### src/rtl/prach_ditfft3_bf1_if.sv
// rtl/prach_ditfft3_bf1_if.sv - sample stream bundle for the radix-3 first butterfly (ovf under PRACH_DITFFT3_BF1_SAT_EN)
interface prach_ditfft3_bf1_if;
  logic signed [17:0] din_dr;
  logic signed [17:0] din_di;
  logic               din_dv;
  logic               sync_in;
  logic signed [17:0] dout_dr;
  logic signed [17:0] dout_di;
  logic               dout_dv;
  logic               sync_out;
  logic               err;
`ifdef PRACH_DITFFT3_BF1_SAT_EN
  logic               ovf;
`endif

  modport master (
    output din_dr, din_di, din_dv, sync_in,
`ifdef PRACH_DITFFT3_BF1_SAT_EN
    input  ovf,
`endif
    input  dout_dr, dout_di, dout_dv, sync_out, err
  );

  modport slave (
    input  din_dr, din_di, din_dv, sync_in,
`ifdef PRACH_DITFFT3_BF1_SAT_EN
    output ovf,
`endif
    output dout_dr, dout_di, dout_dv, sync_out, err
  );
endinterface

### src/rtl/prach_ditfft3_bf1.sv
// rtl/prach_ditfft3_bf1.sv - radix-3 DIT first butterfly: (a,b,c) -> (a,b+c,b-c), triple framing police
// Optional saturation and ovf flag when PRACH_DITFFT3_BF1_SAT_EN is defined.
module prach_ditfft3_bf1 #(
  parameter int SCALE = 1
) (
  input logic             clk,
  input logic             rst_n,
  prach_ditfft3_bf1_if.slave bus
);

  typedef enum logic [1:0] {PH_A = 2'd0, PH_B = 2'd1, PH_C = 2'd2} phase_t;

  phase_t             phase;
  logic signed [17:0] a_r, a_i, b_r, b_i;
  logic               a_sync;
  logic signed [17:0] s_r, s_i, d_r, d_i;
  logic [1:0]         pend;

  logic signed [18:0] sum_r, sum_i, dif_r, dif_i;
  logic signed [17:0] p_a_r, p_a_i, p_s_r, p_s_i, p_d_r, p_d_i;

  // c is the live input when the triple completes, so b+-c are formed combinationally
  assign sum_r = {b_r[17], b_r} + {bus.din_dr[17], bus.din_dr};
  assign sum_i = {b_i[17], b_i} + {bus.din_di[17], bus.din_di};
  assign dif_r = {b_r[17], b_r} - {bus.din_dr[17], bus.din_dr};
  assign dif_i = {b_i[17], b_i} - {bus.din_di[17], bus.din_di};

  function automatic logic signed [17:0] half(input logic signed [18:0] v);
    logic signed [19:0] t;
    t = {v[18], v} + 20'sd1;
    return t[18:1];
  endfunction

  function automatic logic signed [17:0] clip(input logic signed [18:0] v);
`ifdef PRACH_DITFFT3_BF1_SAT_EN
    if (v > 19'sd131071)
      return 18'sd131071;
    else if (v < -19'sd131072)
      return -18'sd131072;
    else
      return v[17:0];
`else
    return v[17:0];
`endif
  endfunction

  always_comb begin
    if (SCALE != 0) begin
      p_a_r = half({a_r[17], a_r});
      p_a_i = half({a_i[17], a_i});
      p_s_r = half(sum_r);
      p_s_i = half(sum_i);
      p_d_r = half(dif_r);
      p_d_i = half(dif_i);
    end else begin
      p_a_r = a_r;
      p_a_i = a_i;
      p_s_r = clip(sum_r);
      p_s_i = clip(sum_i);
      p_d_r = clip(dif_r);
      p_d_i = clip(dif_i);
    end
  end

`ifdef PRACH_DITFFT3_BF1_SAT_EN
  logic ovf_s, ovf_d, ovf_s_q, ovf_d_q;
  // a 19-bit value fits 18 bits only when its top two bits agree
  assign ovf_s = (SCALE == 0) && ((sum_r[18] != sum_r[17]) || (sum_i[18] != sum_i[17]));
  assign ovf_d = (SCALE == 0) && ((dif_r[18] != dif_r[17]) || (dif_i[18] != dif_i[17]));
`endif

  always_ff @(posedge clk) begin
    if (!rst_n) begin
      phase        <= PH_A;
      a_r          <= '0;
      a_i          <= '0;
      b_r          <= '0;
      b_i          <= '0;
      a_sync       <= 1'b0;
      s_r          <= '0;
      s_i          <= '0;
      d_r          <= '0;
      d_i          <= '0;
      pend         <= 2'd0;
      bus.dout_dr  <= '0;
      bus.dout_di  <= '0;
      bus.dout_dv  <= 1'b0;
      bus.sync_out <= 1'b0;
      bus.err      <= 1'b0;
`ifdef PRACH_DITFFT3_BF1_SAT_EN
      ovf_s_q      <= 1'b0;
      ovf_d_q      <= 1'b0;
      bus.ovf      <= 1'b0;
`endif
    end else begin
      bus.dout_dv  <= 1'b0;
      bus.sync_out <= 1'b0;
      bus.err      <= 1'b0;
`ifdef PRACH_DITFFT3_BF1_SAT_EN
      bus.ovf      <= 1'b0;
`endif
      // drain b+c then b-c; a new triple cannot complete before this finishes
      if (pend == 2'd2) begin
        bus.dout_dr <= s_r;
        bus.dout_di <= s_i;
        bus.dout_dv <= 1'b1;
        pend        <= 2'd1;
`ifdef PRACH_DITFFT3_BF1_SAT_EN
        bus.ovf     <= ovf_s_q;
`endif
      end else if (pend == 2'd1) begin
        bus.dout_dr <= d_r;
        bus.dout_di <= d_i;
        bus.dout_dv <= 1'b1;
        pend        <= 2'd0;
`ifdef PRACH_DITFFT3_BF1_SAT_EN
        bus.ovf     <= ovf_d_q;
`endif
      end

      if (bus.din_dv) begin
        if (bus.sync_in || phase == PH_A) begin
          a_r    <= bus.din_dr;
          a_i    <= bus.din_di;
          a_sync <= bus.sync_in;
          phase  <= PH_B;
          if (phase != PH_A)
            bus.err <= 1'b1;
        end else if (phase == PH_B) begin
          b_r   <= bus.din_dr;
          b_i   <= bus.din_di;
          phase <= PH_C;
        end else begin
          bus.dout_dr  <= p_a_r;
          bus.dout_di  <= p_a_i;
          bus.dout_dv  <= 1'b1;
          bus.sync_out <= a_sync;
          s_r          <= p_s_r;
          s_i          <= p_s_i;
          d_r          <= p_d_r;
          d_i          <= p_d_i;
          pend         <= 2'd2;
          phase        <= PH_A;
`ifdef PRACH_DITFFT3_BF1_SAT_EN
          ovf_s_q      <= ovf_s;
          ovf_d_q      <= ovf_d;
`endif
        end
      end else if (phase != PH_A) begin
        phase   <= PH_A;
        bus.err <= 1'b1;
      end
    end
  end

endmodule

### src/flat_wrapper.sv
// flat-port wrapper written by rule: the top's interface ports become plain ports
module prach_ditfft3_bf1_flat 
#(
  parameter int SCALE = 1
)
  (clk, rst_n, bus_din_dr, bus_din_di, bus_din_dv, bus_sync_in, bus_dout_dr, bus_dout_di, bus_dout_dv, bus_sync_out, bus_err);
  prach_ditfft3_bf1_if bus_i ();
  input logic clk;
  input logic rst_n;
  input wire logic [$bits(bus_i.din_dr)-1:0] bus_din_dr;
  input wire logic [$bits(bus_i.din_di)-1:0] bus_din_di;
  input wire logic [$bits(bus_i.din_dv)-1:0] bus_din_dv;
  input wire logic [$bits(bus_i.sync_in)-1:0] bus_sync_in;
  output wire logic [$bits(bus_i.dout_dr)-1:0] bus_dout_dr;
  output wire logic [$bits(bus_i.dout_di)-1:0] bus_dout_di;
  output wire logic [$bits(bus_i.dout_dv)-1:0] bus_dout_dv;
  output wire logic [$bits(bus_i.sync_out)-1:0] bus_sync_out;
  output wire logic [$bits(bus_i.err)-1:0] bus_err;
  assign bus_i.din_dr = bus_din_dr;
  assign bus_i.din_di = bus_din_di;
  assign bus_i.din_dv = bus_din_dv;
  assign bus_i.sync_in = bus_sync_in;
  assign bus_dout_dr = bus_i.dout_dr;
  assign bus_dout_di = bus_i.dout_di;
  assign bus_dout_dv = bus_i.dout_dv;
  assign bus_sync_out = bus_i.sync_out;
  assign bus_err = bus_i.err;
  prach_ditfft3_bf1 #(.SCALE(SCALE)) u_core (.clk(clk), .rst_n(rst_n), .bus(bus_i));
endmodule
### config.mk
export PLATFORM = sky130hd
export DESIGN_NAME = prach_ditfft3_bf1_flat
export DESIGN_NICKNAME = d
export VERILOG_FILES = /design/src/rtl/prach_ditfft3_bf1_if.sv /design/src/rtl/prach_ditfft3_bf1.sv /design/src/flat_wrapper.sv
export SDC_FILE = /design/constraint.sdc
export NUM_CORES = 1
export LEC_CHECK = 0
export ABC_AREA = 1
export CAP_MARGIN = 10
export CORE_ASPECT_RATIO = 1.2
export CORE_MARGIN = 5
export CORE_UTILIZATION = 42
export DETAILED_ROUTE_END_ITERATION = 12
export SYNTH_ARGS = -nofsm -noshare
export SYNTH_HDL_FRONTEND = slang
export SYNTH_SLANG_ARGS = --single-unit
### constraint.sdc
create_clock -name clk -period 2.2 [get_ports clk]
set_input_delay 0.22 -clock clk [delete_from_list [all_inputs] [get_ports clk]]
set_output_delay 0.22 -clock clk [all_outputs]
set_load 0.02 [all_outputs]
# Word level (Yosys, flattened, before mapping)
# Cells that the tools add are included.
# word_totals
reg_bits,188
out_inout_bits,39
wordCells,68
# classes
addsub,10
eq_ne,3
n_mux,27
n_bitwise,4
reduce_logical,8
# op_table
op,n
$mux W18,10
$add A19 B2 Y19 const B,4
$add A18 B18 Y19,2
$add A18 B2 Y19 const B,2
$sub A18 B18 Y19,2
$mux W2,9
$mux W1,8
$reduce_and A3 Y1,2
$eq A2 B1 Y1 const B,2
$not A1 Y1,4
$reduce_bool A2 Y1,2
$reduce_or A4 Y1,1
$eq A2 B2 Y1 const B,1
$logic_not A2 Y1,1
$reduce_and A2 Y1,1
$logic_or A1 B1 Y1,1

# Logic depth before layout (Yosys ltp)
# Gate-level depths: netlist of the first run.
# logic_depth
word_depth,6
ltp_mapped,17
ltp_nobuf,17

# Worst setup path before layout of the first run
# Ideal clock, no wire load.
# synth_path
path_type,register -> register
startpoint,register u_core.b_i[1]
endpoint,register u_core.d_i[14]
setup_time_ns,0.117
t_arrival_ns,2.113
required_time_ns,2.083
setup_slack_ns,-0.030
path_stages_with_launch,17
path_buffers,0
period_less_slack_ns,2.230
cell_sequence,dfxtp_1 inv_1 ha_1 inv_1 ha_1 inv_1 fa_1 inv_1 nand2_1 o21ai_2 nand2_1 nand2_1 nand3_1 nand3_1 nand2_1 nor2_1 nor2_1
# synth_via
elab_chain_len,2
# synth_lines
item,line_no,source
start: declaration,prach_ditfft3_bf1.sv:14,"logic signed [17:0] a_r, a_i, b_r, b_i;"
start signal: assignment,prach_ditfft3_bf1.sv:131,b_i <= bus.din_di;
$sub A18 B18 Y19,prach_ditfft3_bf1.sv:26,"assign dif_i = {b_i[17], b_i} - {bus.din_di[17], bus.din_di};"
$add A19 B2 Y19,prach_ditfft3_bf1.sv:30,"t = {v[18], v} + 20'sd1;"
end signal: assignment,prach_ditfft3_bf1.sv:141,d_i <= p_d_i;
end: declaration,prach_ditfft3_bf1.sv:16,"logic signed [17:0] s_r, s_i, d_r, d_i;"
# Every way passes these cells.
# A chain may end at the register's enable or synchronous reset.

# Worst setup path in the final report of the first run
# layout_path
startpoint,register u_core.b_i[1]
endpoint,register u_core.d_i[12]
# The elaborated chain is that of the path after synthesis.

==> reports/results.txt, run 1 <==
Tmin final -> 2100 ps
Setup Viol. Count Final -> 0
Ant. Diodes -> 0
Syn Inst Count -> 1825
die area -> 32500 sq um
Area Growth Syn to Fin -> 31.3%
largest net degree at the start of global routing -> 55
vias after detailed routing -> 12800
Starting Density -> 42.4%
Max-slew headroom -> 40.1%
Final Max Tran Viols -> 0
CTS buffer count -> 17
Fin Setup TNS -> 0 ps
Worst-Margin Slew -> 897 ps
period utilization -> 95.7%
Fillers -> 2850
GPL Wtd Cong -> 0.887
Detail Route Antenna Nets -> 0
setup repair after global routing missed its margin -> true
largest area contributor in the netlist -> dfxtp_1
worst clock skew -> 13.0 ps
number of global-route vias before repair -> 12600
CP required -> 2540 ps
depth of the most critical reg-to-reg path -> 16
Leak -> 7.69 nW
async set or reset register ratio after synthesis -> 0%
EDFF count, synth -> 0
outcome -> completed
synthesized area per cell -> 6.66 sq um
Synth Register Bits -> 188
worst-path fanout max -> 3
port bufs -> 78
Post-DP HPWL -> 29400 microns
hold depth -> 3
worst hold path type -> input port to register
Critical Path End Type -> register
critical setup path kind -> register to register
Synthesis Warnings -> 0
antenna violations before repair -> 0
pwr/cell area -> 526 nW/um^2
main flop type after synthesis -> dfxtp_1
clk sinks -> 188
number of DRC markers in iteration 0 -> 782
Skew-Pair Late Insertion Delay -> 450 ps
top-area cell type share of the netlist area -> 31.0%
num ports -> 79
Bufs on Longest Clock Path -> 2
Vias/cell -> 5.11
global route total overflow -> 0
Post-Syn Area -> 12200 sq um
Peak supply drop -> 466 uV
Reg clk slew, reported paths -> 70 ps
area of the core -> 28700 sq um
WP data arrival -> 2450 ps
Die Wd -> 165 microns
Pre-antenna DRT Iters -> 5
hold_ws -> 137 ps
most frequent cells after synthesis -> nand2_1 (375), inv_1 (272), a21oi_1 (205), o21ai_0 (199), dfxtp_1 (188)
# DRC -> 0
Max Cap Violations -> 0
total wire length -> 39200 microns
DR WL/cell -> 15.7 microns
first-pass GRT wire length -> 62400 microns
# H-tree levels -> 4
Synth cell types -> 48
nets -> 2253
post-synthesis sequential area ratio -> 31.0%
hold buffer count at cts -> 0
max frequency -> 0.475 GHz
CTS tree -> built
CTS root buf -> clkbuf_16
total track usage -> 24.0%
most frequent cell after synthesis -> nand2_1
Mapped Nets -> 1976
layout cells sized above 1 -> 17.3%
die height -> 196 microns
Site Rows -> 68
top post-synthesis cells by area -> dfxtp_1 (31%), nand2_1 (12%), ha_1 (11%), a21oi_1 (8.4%), inv_1 (8.4%)
Final Hold Viols -> 0
crit path launch type -> register
-- metal layers --
metal  GRT usage [%]  vias to the layer above  wire length, microns
li1                -                     6547                     -
met1            29.6                     5857                 16800
met2            43.0                      293                 19600
met3            2.51                       74                  1530
met4            8.95                        0                  1250
met5               0                        -                     0
-- power breakdown --
part	switching, W	leakage, nW	total (W)	internal, W
registers	0.0000821	1.53	0.00357	0.00349
clock network	0.00142	0.284	0.00322	0.00179
logic	0.000869	5.88	0.00160	0.000736
total	0.00237	7.69	0.00840	0.00602
-- layout make-up --
type | instances | area, sq um | area share (%)
Clock inverter | 10 | 114 | 0.714
Inverter | 279 | 1050 | 6.56
Tap cell | 385 | 482 | 3.02
Multi-Input combinational cell | 1294 | 7410 | 46.4
Clock buffer | 22 | 484 | 3.04
Timing Repair Buffer | 322 | 2650 | 16.6
Sequential cell | 188 | 3770 | 23.6
-- per-stage QoR --
stage | util, % | area [sq um] | power, W | instances | setup slack, ps
after CTS | 54.4 | 15600 | 0.00836 | 2495 | 2.15
after global routing | 55.6 | 16000 | 0.00875 | 2500 | -69.5
after detailed placement | 52.2 | 15000 | 0.00515 | 2461 | -454
final | 55.6 | 16000 | 0.00840 | 2500 | 95.1
after floorplan | - | 12200 | 0.00440 | 1825 | 31.5
after global placement | 52.2 | 15000 | 0.00513 | 2461 | -450
-- placed cells by master (no fill, tap or decap), types with 10 or more instances in the layout --
cell,Yosys,final
inv_1,272,266
o211ai_1,14,14
nand2_2,5,14
o22ai_1,15,15
a21oi_2,1,10
ha_4,0,15
o21ai_0,199,199
o21bai_1,13,13
dfxtp_1,188,186
xor2_1,10,10
ha_1,107,90
nand3_1,111,105
nand2_1,375,363
inv_2,5,11
clkbuf_16,0,17
clkdlybuf4s50_1,0,77
nor2_1,139,134
nor3_1,15,15
buf_4,2,241
a21oi_1,205,196
-- critical path: stages (launching register included) --
cell and delay [ps]:
dfxtp_2 340, inv_2 50, ha_4 210, inv_2 60, ha_4 120, inv_2 40
fa_2 360, inv_2 80, nand2_4 50, o21ai_4 180, nand3_1 110, nand2_2 100
nand2_1 70, nand3_1 70, nand3_1 80, nand2_1 60, inv_1 30
-- registers in the layout, indices dropped and copies added, names as in the netlist --
register,count
u_core.s_i,18
u_core.d_i,18
u_core.s_r,18
u_core.b_r,18
u_core.bus.err,1
u_core.bus.dout_dr,18
u_core.phase,2
u_core.a_sync,1
u_core.bus.dout_dv,1
u_core.pend,2
u_core.b_i,18
u_core.bus.dout_di,18
u_core.a_r,18
u_core.a_i,18
u_core.bus.sync_out,1
u_core.d_r,18
-- timing repair --
item                       CTS  global route
setup endpoints to repair   10            26
gates resized for setup     10            54
buffers inserted             2             5
pin swaps                    5            19
-- kinds of logic (layout without fill, tap and decap cells) --
logic type	Yosys count	in the layout	synth area share, %
AO/OA/AOI/OAI	483	483	21.4
XOR/XNOR	12	12	0.865
adder cells (fa/ha/maj)	111	111	11.7
buffers and inverters	343	633	11.0
flip-flops	188	188	31.0
AND/OR/NAND/NOR	688	688	24.1
-- worst paths after layout --
kind | start | to | slack (ps)
worst max register to register | u_core.b_i[1] | u_core.d_i[12] | 100
worst max-delay path | u_core.b_i[1] | u_core.d_i[12] | 100
worst min register to register | u_core.a_sync | u_core.bus.sync_out | 440
worst min-delay path | rst_n | u_core.b_i[1] | 140
Power figures use the tool's default switching activity.
==> run 2, diff against run 1 <==
- CAP_MARGIN: 10 -> not set
==> results of run 2 <==
The final DEF is identical to that of run 1; final timing and power are the same.
==> run 3, diff against run 2 <==
- CORE_MARGIN: 5 -> not set
- CTS_CLUSTER_DIAMETER: not set -> 30
==> run 3 against run 2 <==
Against the previous run:
- clock skew fell by 2.8 ps
- clock power is essentially flat
- sequential share of layout area is 0.091 points higher
- total power is 0.53% lower
- sequential cell count is the same
- worst setup slack worse by 62 ps
- register-to-register slack got worse by 60 ps
- cell count fell by 0.68%
- utilization is 0.78 points higher
- hold slack improved by 190 ps
==> reports/results.txt, run 3 (synthesis results as in run 1) <==
first-pass GRT wire length -> 60900 microns (-2.4%)
total track usage -> 26.5% (+2.5 points)
antenna violations before repair -> 0 (unchanged)
setup repair after global routing missed its margin -> true
largest net degree at the start of global routing -> 57 (+3.6%)
Starting Density -> 43.2% (+0.76 points)
number of DRC markers in iteration 0 -> 732 (-6.4%)
vias after detailed routing -> 12800 (+0.0078%)
clock share of power -> 38.2% (about the same)
commonest cells after routing, fill and taps aside -> nand2_1 (363), inv_1 (266), buf_4 (230), a21oi_1 (198), o21ai_0 (197)
combinational share of power -> 19.1% (about the same)
Post-Place Worst Slack -> -468 ps (-14.1 ps)
# H-tree levels -> 4 (unchanged)
die area -> 29600 sq um (-8.7%)
reg2reg start -> u_core.b_i[1]
most common cell after layout, fill and taps aside -> nand2_1
post-route cell area -> 15900 sq um (-0.38%)
final setup margin -> 32.8 ps (-62.3 ps)
Worst-Margin Slew -> 899 ps (+2.19 ps)
Peak supply drop -> 330 uV (-29%)
Switching Power -> 0.00239 W (+0.78%)
Site Rows -> 67 (-1.5%)
Max Cap Violations -> 0 (unchanged)
placed inst area -> 14900 sq um (-0.32%)
die height -> 188 microns (-4.1%)
CTS tree -> built
worst hold path type -> input port to register
CTS buffer count -> 17 (unchanged)
critical setup path kind -> register to register
Tmin final -> 2170 ps (+62.3 ps)
outcome -> completed
Reg clk slew, reported paths -> 70 ps (about the same)
critical path startpoint -> u_core.b_i[1]
CP required -> 2540 ps (about the same)
Skew-Pair Late Insertion Delay -> 450 ps (about the same)
Sw Ratio -> 28.6% (+0.37 points)
Critical Path End Type -> register
# DRC -> 0 (unchanged)
post-layout util -> 56.4% (+0.78 points)
worst clock skew -> 10.1 ps (-2.85 ps)
Fillers -> 2778 (-2.5%)
Vias/cell -> 5.14 (+0.69%)
Final Hold Viols -> 0 (unchanged)
Die Wd -> 157 microns (-4.8%)
Final Max Tran Viols -> 0 (unchanged)
cell internal pwr -> 0.00596 W (-1.0%)
worst-path fanout max -> 3 (unchanged)
Bufs on Longest Clock Path -> 2 (unchanged)
Area Growth Syn to Fin -> 30.8%
num ports -> 79 (unchanged)
Post-DP HPWL -> 28600 microns (-2.5%)
WP data arrival -> 2510 ps (+60 ps)
DR WL/cell -> 15.6 microns (-0.76%)
GPL Wtd Cong -> 0.897 (+1.1%)
port bufs -> 78 (unchanged)
Pre-antenna DRT Iters -> 5 (unchanged)
Setup crit end -> u_core.d_i[14]
depth of the most critical reg-to-reg path -> 16 (unchanged)
max frequency -> 0.461 GHz (-2.9%)
nets -> 2243 (-0.44%)
hold_ws -> 328 ps (+191 ps)
number of global-route vias before repair -> 12300 (-2.8%)
layout cells sized above 1 -> 17.0% (-0.29 points)
r2r endpoint -> u_core.d_i[14]
period utilization -> 98.5% (+2.8 points)
Setup Viol. Count Final -> 0 (unchanged)
hold buffer count at cts -> 0 (unchanged)
global route total overflow -> 0 (unchanged)
Detail Route Antenna Nets -> 0 (unchanged)
Seq pwr share -> 42.8% (+0.2 points)
Leak -> 7.71 nW (+0.27%)
CTS root buf -> clkbuf_16
pwr/cell area -> 525 nW/um^2 (-0.14%)
Max-slew headroom -> 40.0% (-0.15 points)
clk sinks -> 188 (unchanged)
crit path launch type -> register
area of the core -> 28200 sq um (-1.8%)
Ant. Diodes -> 0 (unchanged)
R2R setup slack -> 30 ps (-60 ps)
total wire length -> 38600 microns (-1.4%)
[run 3: cell count changes in the layout (fill, tap and decap cells not counted), sizes merged]
cell      change
clkinvlp      -2
buf          -10
clkbuf        -3
inv           +2
clkinv        +2
[run 3: cell type report]
type / instances / area [sq um] / area share (%)
Timing Repair Buffer: 312 / 2590 / 16.3
Sequential cell: 188 / 3770 / 23.7
Clock buffer: 19 / 453 / 2.85
Multi-Input combinational cell: 1294 / 7420 / 46.7
Clock inverter: 12 / 140 / 0.882
Inverter: 279 / 1050 / 6.59
Tap cell: 379 / 474 / 2.98
[run 3: timing repair]
action,4_1_cts,5_1_grt
resized for setup,15,54
endpoints found under the setup margin,11,28
pin swaps,8,23
endpoints found under the hold margin,0,0
setup buffers,1,3
[run 3: critical path, stage by stage, from the launching register on]
cell	delay [ps]
dfxtp_2	320
inv_2	80
ha_4	200
inv_2	60
ha_4	120
inv_2	40
fa_2	370
inv_2	80
nand2_4	50
o21ai_4	180
nand2_1	90
nand2_2	110
nand3_2	90
nand3_2	70
nand2_1	60
nor2_1	110
nor2_1	40
[run 3: power groups by stage]
stage / sequential (W) / combinational [W] / clock (W)
floorplan: 0.00363 / 0.000763 / 0
global placement: 0.00364 / 0.00148 / 0
detailed placement: 0.00365 / 0.00150 / 0
CTS: 0.00357 / 0.00152 / 0.00325
global route: 0.00358 / 0.00176 / 0.00339
finish: 0.00357 / 0.00159 / 0.00319
[run 3: worst min path at each step]
stage	slack [ps]	depth (start not counted)	to	start
after floorplan	370	2	u_core.a_i[0]	bus_din_di[0]
final	330	4	u_core.bus.sync_out	rst_n
after global routing	330	4	u_core.bus.sync_out	rst_n
after CTS	310	4	u_core.bus.sync_out	rst_n
after detailed placement	430	2	u_core.bus.sync_out	u_core.a_sync
after global placement	430	2	u_core.bus.sync_out	u_core.a_sync
[run 3: through the flow]
stage	power (W)	TNS, ps	instances
2_1_floorplan	0.00440	0	1825
3_3_place_gp	0.00513	-13110	2448
3_5_place_dp	0.00514	-14590	2448
4_1_cts	0.00834	0	2480
5_1_grt	0.00873	-195	2483
6_report	0.00835	0	2483
[run 3: metal layers]
layer / GRT usage, % / vias to the layer above / wire [microns]
met5: 0 / - / 0
met4: 9.86 / 0 / 1120
met3: 3.10 / 61 / 1540
met2: 47.5 / 303 / 19200
met1: 32.0 / 5881 / 16800
li1: - / 6527 / -
